### src/rtl/muldiv_sequencer.sv
// Multi-cycle RV32M multiply/divide controller for the EX stage.
// Shift-add multiply and restoring divide, one bit per cycle, stalling the pipeline while busy.
module muldiv_sequencer #(
  parameter int unsigned WIDTH = 32
) (
  input  logic             clk,
  input  logic             reset,
  input  logic             start,
  input  logic             flush,
  input  logic [2:0]       funct3,
  input  logic [WIDTH-1:0] src_a,
  input  logic [WIDTH-1:0] src_b,
  output logic             stall,
  output logic             busy,
  output logic             done,
  output logic [WIDTH-1:0] result
);

  localparam int unsigned CntW = (WIDTH > 1) ? $clog2(WIDTH) : 1;
  localparam logic [CntW-1:0] LastCnt = CntW'(WIDTH - 1);

  typedef enum logic [1:0] {StIdle, StMul, StDiv, StDone} state_e;

  state_e               state_q, state_d;
  logic [CntW-1:0]      cnt_q, cnt_d;
  logic [2*WIDTH-1:0]   acc_q, acc_d;
  logic [WIDTH-1:0]     op_q, op_d;
  logic [WIDTH-1:0]     result_q, result_d;
  logic [2:0]           f3_q, f3_d;
  logic                 neg_q, neg_d;

  logic                 sgn_a, sgn_b, neg_a, neg_b, is_mul, div_zero, div_ovf;
  logic [WIDTH-1:0]     mag_a, mag_b;
  logic [WIDTH:0]       mul_sum, div_shift, div_diff;
  logic                 div_ok;
  logic [2*WIDTH-1:0]   mul_next, div_next, prod;
  logic [WIDTH-1:0]     mul_res, div_mag, div_res;

  // Operand decode: which sources are signed for this funct3.
  always_comb begin
    sgn_a    = (funct3[2] & ~funct3[0]) | (~funct3[2] & (funct3[1] ^ funct3[0]));
    sgn_b    = (funct3 == 3'd1) | (funct3[2] & ~funct3[0]);
    neg_a    = sgn_a & src_a[WIDTH-1];
    neg_b    = sgn_b & src_b[WIDTH-1];
    mag_a    = neg_a ? -src_a : src_a;
    mag_b    = neg_b ? -src_b : src_b;
    is_mul   = ~funct3[2];
    div_zero = (src_b == '0);
    div_ovf  = ~funct3[0] & (src_a == {1'b1, {(WIDTH-1){1'b0}}}) & (&src_b);
  end

  // Datapath steps: acc holds {hi, lo}; multiply shifts right, divide shifts left.
  always_comb begin
    mul_sum   = {1'b0, acc_q[2*WIDTH-1:WIDTH]} + (acc_q[0] ? {1'b0, op_q} : '0);
    mul_next  = {mul_sum, acc_q[WIDTH-1:1]};
    div_shift = {acc_q[2*WIDTH-1:WIDTH], acc_q[WIDTH-1]};
    div_diff  = div_shift - {1'b0, op_q};
    div_ok    = ~div_diff[WIDTH];
    div_next  = {(div_ok ? div_diff[WIDTH-1:0] : div_shift[WIDTH-1:0]),
                 acc_q[WIDTH-2:0], div_ok};
    prod      = neg_q ? -mul_next : mul_next;
    mul_res   = (f3_q == 3'd0) ? prod[WIDTH-1:0] : prod[2*WIDTH-1:WIDTH];
    div_mag   = f3_q[1] ? div_next[2*WIDTH-1:WIDTH] : div_next[WIDTH-1:0];
    div_res   = neg_q ? -div_mag : div_mag;
  end

  always_comb begin
    state_d  = state_q;
    cnt_d    = cnt_q;
    acc_d    = acc_q;
    op_d     = op_q;
    f3_d     = f3_q;
    neg_d    = neg_q;
    result_d = result_q;
    case (state_q)
      StIdle: begin
        if (start) begin
          f3_d  = funct3;
          cnt_d = '0;
          op_d  = is_mul ? mag_a : mag_b;
          acc_d = {{WIDTH{1'b0}}, (is_mul ? mag_b : mag_a)};
          if (is_mul) begin
            neg_d   = neg_a ^ neg_b;
            state_d = StMul;
          end else begin
            neg_d = funct3[1] ? neg_a : (neg_a ^ neg_b);
            if (div_zero) begin
              result_d = funct3[1] ? src_a : '1;
              state_d  = StDone;
            end else if (div_ovf) begin
              result_d = funct3[1] ? '0 : src_a;
              state_d  = StDone;
            end else begin
              state_d = StDiv;
            end
          end
        end
      end
      StMul: begin
        acc_d = mul_next;
        cnt_d = cnt_q + 1'b1;
        if (cnt_q == LastCnt) begin
          result_d = mul_res;
          state_d  = StDone;
        end
      end
      StDiv: begin
        acc_d = div_next;
        cnt_d = cnt_q + 1'b1;
        if (cnt_q == LastCnt) begin
          result_d = div_res;
          state_d  = StDone;
        end
      end
      default: state_d = StIdle;
    endcase
    // Abort wins over everything but reset; result keeps its last completed value.
    if (flush) begin
      state_d  = StIdle;
      result_d = result_q;
    end
  end

  always_ff @(posedge clk) begin
    if (reset) begin
      state_q  <= StIdle;
      cnt_q    <= '0;
      acc_q    <= '0;
      op_q     <= '0;
      f3_q     <= '0;
      neg_q    <= 1'b0;
      result_q <= '0;
    end else begin
      state_q  <= state_d;
      cnt_q    <= cnt_d;
      acc_q    <= acc_d;
      op_q     <= op_d;
      f3_q     <= f3_d;
      neg_q    <= neg_d;
      result_q <= result_d;
    end
  end

  assign busy   = (state_q == StMul) || (state_q == StDiv);
  assign done   = (state_q == StDone);
  assign result = result_q;
  assign stall  = ((state_q == StIdle) & start & ~flush) | busy;

endmodule
### config.mk
export PLATFORM = sky130hd
export DESIGN_NAME = muldiv_sequencer
export DESIGN_NICKNAME = d
export VERILOG_FILES = /design/src/rtl/muldiv_sequencer.sv
export SDC_FILE = /design/constraint.sdc
export NUM_CORES = 1
export LEC_CHECK = 0
export CORE_MARGIN = 10
export CORE_UTILIZATION = 39
export CTS_BUF_LIST = sky130_fd_sc_hd__clkbuf_2
export CTS_CLUSTER_DIAMETER = 80
export CTS_CLUSTER_SIZE = 25
export DETAILED_ROUTE_END_ITERATION = 6
export PLACE_DENSITY = 0.67
export RECOVER_POWER = 100
export REMOVE_ABC_BUFFERS = 1
export SETUP_SLACK_MARGIN = 0.5
export SKIP_CTS_REPAIR_TIMING = 1
export SYNTH_ARGS = -nofsm -noshare
export SYNTH_HDL_FRONTEND = slang
export SYNTH_SLANG_ARGS = --single-unit
export TNS_END_PERCENT = 30
### constraint.sdc
create_clock -name clk -period 8.85 [get_ports clk]
set_clock_uncertainty 0.05 [all_clocks]
set_input_delay 1.77 -clock clk [delete_from_list [all_inputs] [get_ports clk]]
set_output_delay 1.77 -clock clk [all_outputs]
set_load 0.01 [all_outputs]
======== Word-level counts from Yosys, hierarchy flattened ========
Cells that the tools add are included.
operators by class
  add/subtract/negate cells ............... 7
  $mul .................................... 0
  div/mod/pow operators ................... 0
  magnitude comparators ................... 0
  eq/ne operators ......................... 12
  shifts and indexed selects .............. 0
  mux-type cells .......................... 31
  bitwise operators ....................... 17
  reduce and logical (&&, ||, !) cells .... 14
operators by type and width
  operator                                     count
  2-to-1 mux 32 bit                            17
  case mux 64 bit (3 select lines)             1
  2-to-1 mux 64 bit                            2
  negation 32 bit                              3
  case mux 32 bit (3 select lines)             1
  negation 64 bit                              1
  adder 32 x 32 -> 33 bit                      1
  subtractor 33 x 32 -> 33 bit                 1
  == test 32 bit, second input constant        1
  zero test 32 bit                             1
  AND reduction 32 bit                         1
  case mux 5 bit (2 select lines)              1
  AND 1 bit                                    8
  != test 2 bit, second input constant         4
  AND reduction 2 bit                          4
  AND reduction 7 bit                          1
  2-to-1 mux 2 bit                             3
  adder 5 x 1 -> 5 bit, second input constant  1
  == test 5 bit, second input constant         1
  2-to-1 mux 5 bit                             1
  == test 2 bit, second input constant         2
  2-to-1 mux 1 bit                             4
  inverter 1 bit                               4
  case mux 2 bit (2 select lines)              1
  12 further kinds                             16
storage, ports and cells
  bits in registers ....................... 139
  bits in latches ......................... 0
  memory bits (writable) .................. 0
  memory bits (read-only) ................. 0
  word-level logic and storage cells ...... 88
  memories ................................ 0

======== Depth between registers and ports, before layout ========
  word-level depth ........................ 8
  gate-level depth with buffers ........... 19

======== Least setup slack after synthesis ========
OpenSTA, ideal clock, no wires.
  path type ............................... input-to-reg
  from .................................... input port src_a[9]
  to ...................................... register result_q[28], in the netlist result[28]
  setup time .............................. 0.133 ns
  arrival time ............................ 5.108 ns
  data required time ...................... 8.667 ns
  setup slack ............................. 3.558 ns
  cell stages on the path ................. 11
  buffers on the path ..................... 1
  path through ............................ or4_4 > or4_4 > or3_4 > or3_4 > or3_4 > or3_4 > a31o_1 > buf_6 > a221o_1 > o31ai_1 > o211ai_1
between the ends
  word-level cells in the longest chain between the ends .. 5
ends and longest elaborated chain
  what                           line  source
  start: declaration             11    input logic [WIDTH-1:0] src_a,
  == test 32 bit                 49    div_ovf = ~funct3[0] & (src_a == {1'b1, {(WIDTH-1){1'b0}}}) & (&src_b);
  AND 1 bit (2 in series)        49
  != test 3 bit (no line)        -
  AND reduction 7 bit (no line)  -
  end signal: assignment         140   result_q <= result_d;
  end: declaration               28    logic [WIDTH-1:0] result_q, result_d;
Every way passes these cells.
A chain may end at the register's enable or synchronous reset.

======== Worst setup path in the final report ========
  from .................................... register acc_q[31]
  to ...................................... register result_q[23], in the netlist result[23]
between the ends
  word-level cells in the longest chain between the ends .. 7
ends and longest elaborated chain
  what                                                 line    source
  start: declaration                                   26      logic [2*WIDTH-1:0] acc_q, acc_d;
  start signal: assignment                             128     acc_q <= '0;
  start signal: assignment                             136     acc_q <= acc_d;
  subtractor 33 x 32 -> 33 bit                         57      div_diff = div_shift - {1'b0, op_q};
  2-to-1 mux 32 bit or inverter 1 bit (tied branches)  59, 58
  2-to-1 mux 32 bit                                    63      div_mag = f3_q[1] ? div_next[2*WIDTH-1:WIDTH] : div_next[WIDTH-1:0];
  negation 32 bit                                      64      div_res = neg_q ? -div_mag : div_mag;
  2-to-1 mux 32 bit                                    64
  2-to-1 mux 32 bit                                    110     if (cnt_q == LastCnt) begin
  case mux 32 bit (3 select lines) (*)                 75      case (state_q)
Mark *: on every way between the ends. The rest lies on a longest branch, timed or not. The select of a mux whose other input is x is not followed.

==> parameters.txt <==
Parameter                              Value

Worst setup path
  Data required time at the worst endpoint    9.56 ns
  Family with the most delay on the worst path    compound AO/OA/AOI/OAI gates
  Startpoint types    flop
  Data arrival, critical path    8.05 ns
  CP endpoint kind    flop
  Crit path kind    flop to flop
  Cell with the biggest individual delay on the critical path    sky130_fd_sc_hd__a21boi_0
  Chain of cells forming the critical path    clkbuf_1, inv_1, ha_1, inv_1, fa_1, a211oi_1, o211ai_1, nand3_1, a311o_1, a21boi_0, nor2_2, buf_4, a211oi_1, nor4_1, buf_4, nand3_1, o211ai_1, a2111oi_0, o21ai_0
  CP max stage delay    1.67 ns
  Buffer and inverter count on the worst path    5
  Top fanout value on the critical path    28

Hold path
  Hold WC Path Type    flop to flop

Route
  Metal2 WL    30600 um
  Top layer used by detailed routing    met4
  Average vias per placed instance    6.41
  Final antenna-violating net count    0
  Wire length the detailed router placed on met1    30800 um
  Iteration count of the initial detailed-routing pass    7
  Detailed-route wire length per cell    23.3 um
  Count of unresolved DRC violations after routing    3
  Starting DRT DRC Count    2441
  Met3 layer wire length in the routed design    6050 um
  Total wirelength of the detailed-routed design    70600 um
  Number of vias after detailed routing    19.4k

Timing
  RSZ-0062 raised after global routing    no
  Time the final worst path needs with I/O delays and setup    7.34 ns
  Hold violation total from the final report    0
  Max Slew Vio Count    279
  Post-route fraction of the period consumed by the critical path    82.9%
  Slew at the pin with the worst max-slew slack    3.37 ns
  Setup tns final    0 ns
  Final count of negative-setup-slack endpoints    0
  Worst slew slack as a fraction of its limit    -124%
  Achievable frequency    0.136 GHz

Logic synthesis
  Simple-gate share of the synthesized area    25.6%
  XOR/XNOR Fraction of Synth Area    8.62%
  Number of unique standard cell types used by synthesis    94
  Area fraction in compound gates after synthesis    33.4%
  Number of standard cells after synthesis    2457
  Share of synthesized cell area in full adder, half adder and majority cells    7.34%
  Ys async rst share    0%
  Post-synthesis average cell area    6.87 sq um
  Fraction of synthesized area in multiplexers    2.71%
  Largest family of logic cells by synthesized area    compound AO/OA/AOI/OAI gates
  Count of state elements after synthesis    139
  Syn. warnings    0
  Total standard cell area after synthesis    16900 sq um
  Sequential fraction of the synthesis area    16.5%
  Most common flop cell mapped by yosys    sky130_fd_sc_hd__dfxtp_1
  Number of flops mapped to enable cells by yosys    0

Clock network
  Later-pin clock latency in the skew report    0.88 ns
  Largest buffer count on any clock path    2
  Buffer type at the clock tree root    sky130_fd_sc_hd__clkbuf_2
  Clock tree from TritonCTS    yes
  Total clock buffers created by CTS    17
  CTS sink cnt    139
  Register clock-pin slew on the reported worst setup and hold paths    0.23 ns
  Deepest level of the CTS H-tree    4

GRT
  Antenna violations before repair    2
  Maximum number of pins on one net before global-route repair    73
  Total routing resource utilization after global routing    25.8%
  Number of global-route vias before repair    17.8k
  First-pass GRT wire length    107000 um
  GRT Residual Overflow    0

Floorplanning
  Number of core rows    76
  Standard cell core area    42900 sq um
  Number of I/O pins    106
  Vertical die dimension    228 um
  DIE WIDTH    228 um
  Starting density of the core    39.3%
  Total Die Area    52000 sq um

Finish
  Share of layout cells above drive strength 1    5.17%
  Most common library cell in the layout ignoring fill and taps    sky130_fd_sc_hd__nand2_1
  Fillers    4498
  Top library cells by usage in the layout, fill and taps aside    sky130_fd_sc_hd__nand2_1, sky130_fd_sc_hd__nor2_1, sky130_fd_sc_hd__a21oi_1, sky130_fd_sc_hd__o21ai_0, sky130_fd_sc_hd__dfxtp_1
  Post-route non-filler standard cell count    3026
  Nets    2575
  Synthesis-to-finish area growth    8.99%

Placed design
  Global placement routability congestion    1.03
  Total of buffers placed on input and output ports    105
  HPWL after detailed placement    54600 um
  Cell count after placement    2993

Run
  Max Cap Violations    6

Power and ir drop
  Total power after layout    2.04 mW
  Static leakage    6.92 nW
  Power density over the cells    111 nW/um^2
  Peak VDD IR    0.0961 mV

Status
  Violated checks    DRC, capacitance limit, slew limit
  Status    finished, violations left
[cells in the mapped netlist, types with 54 or more instances]
cell | number | area share (%)
sky130_fd_sc_hd__xnor2_1 | 94 | 4.9
sky130_fd_sc_hd__dfxtp_1 | 139 | 16
sky130_fd_sc_hd__ha_1 | 75 | 5.6
sky130_fd_sc_hd__nor3_1 | 71 | 2.1
sky130_fd_sc_hd__clkbuf_1 | 152 | 3.4
sky130_fd_sc_hd__inv_1 | 64 | 1.4
sky130_fd_sc_hd__a21oi_1 | 216 | 6.4
sky130_fd_sc_hd__o21ai_0 | 182 | 5.4
sky130_fd_sc_hd__nand2_1 | 277 | 6.2
sky130_fd_sc_hd__xor2_1 | 72 | 3.7
sky130_fd_sc_hd__nand3_1 | 54 | 1.6
sky130_fd_sc_hd__nor2_1 | 247 | 5.5
[tightest hold or removal path, cell delays in order, from the launching register on]
cell	delay, ns
sky130_fd_sc_hd__dfxtp_1	0.36
sky130_fd_sc_hd__nand2_1	0.05
sky130_fd_sc_hd__a21oi_1	0.05
[worst paths after layout]
kind | end | slack [ns] | depth (start not counted) | startpoint
worst min-delay path | op_q[8] | 0.42 | 2 | op_q[8]
worst min register to register | op_q[8] | 0.42 | 2 | op_q[8]
worst max-delay path | result[23] | 1.51 | 19 | acc_q[31]
worst max register to register | result[23] | 1.51 | 19 | acc_q[31]
[final cells by class]
type / instances / area (sq um) / area share (%)
multi-input combinational: 2060 / 13100 / 71.2
inverter: 66 / 248 / 1.35
clock inverter: 14 / 146 / 0.796
clock buffer: 17 / 85.1 / 0.463
timing repair buffer: 143 / 1290 / 7.02
tap: 585 / 732 / 3.98
sequential: 139 / 2790 / 15.1
antenna: 2 / 5.00 / 0.0272
[state kept, by name, summed over array words and instances, names as in the netlist]
name,flops
neg_q,1
cnt_q,5
acc_q,64
state_q,2
op_q,32
f3_q,3
result,32
[logic make-up after synthesis]
family / Yosys count
XOR/XNOR: 166
AND/OR/NAND/NOR: 899
multiplexers: 42
flip-flops: 139
adder cells (fa/ha/maj): 103
AO/OA/AOI/OAI: 850
buffers and inverters: 258
[metrics by stage]
stage          worst slack [ns]  hold WS (ns)  utilization (%)  area (sq um)
2_1_floorplan              2.85         0.380                -         16100
3_3_place_gp               2.53         0.393             42.5         18200
3_5_place_dp               2.50         0.406             42.5         18200
4_1_cts                    2.87         0.428             43.0         18500
5_1_grt                    1.16         0.442             42.9         18400
6_report                   1.51         0.425             42.9         18400
[routing by layer]
layer,vias up,GRT usage (%)
li1,9010,-
met3,159,3.46
met4,0,11.9
met2,1033,39.6
met5,-,0
met1,9192,35.2
[power by group]
| group | internal [mW] | switching, mW | total [mW] |
|---|---|---|---|
| clock network | 0.129 | 0.284 | 0.413 |
| logic | 0.316 | 0.574 | 0.890 |
| registers | 0.661 | 0.0727 | 0.734 |
| total | 1.11 | 0.931 | 2.04 |
(Power assumes the default switching activity.)
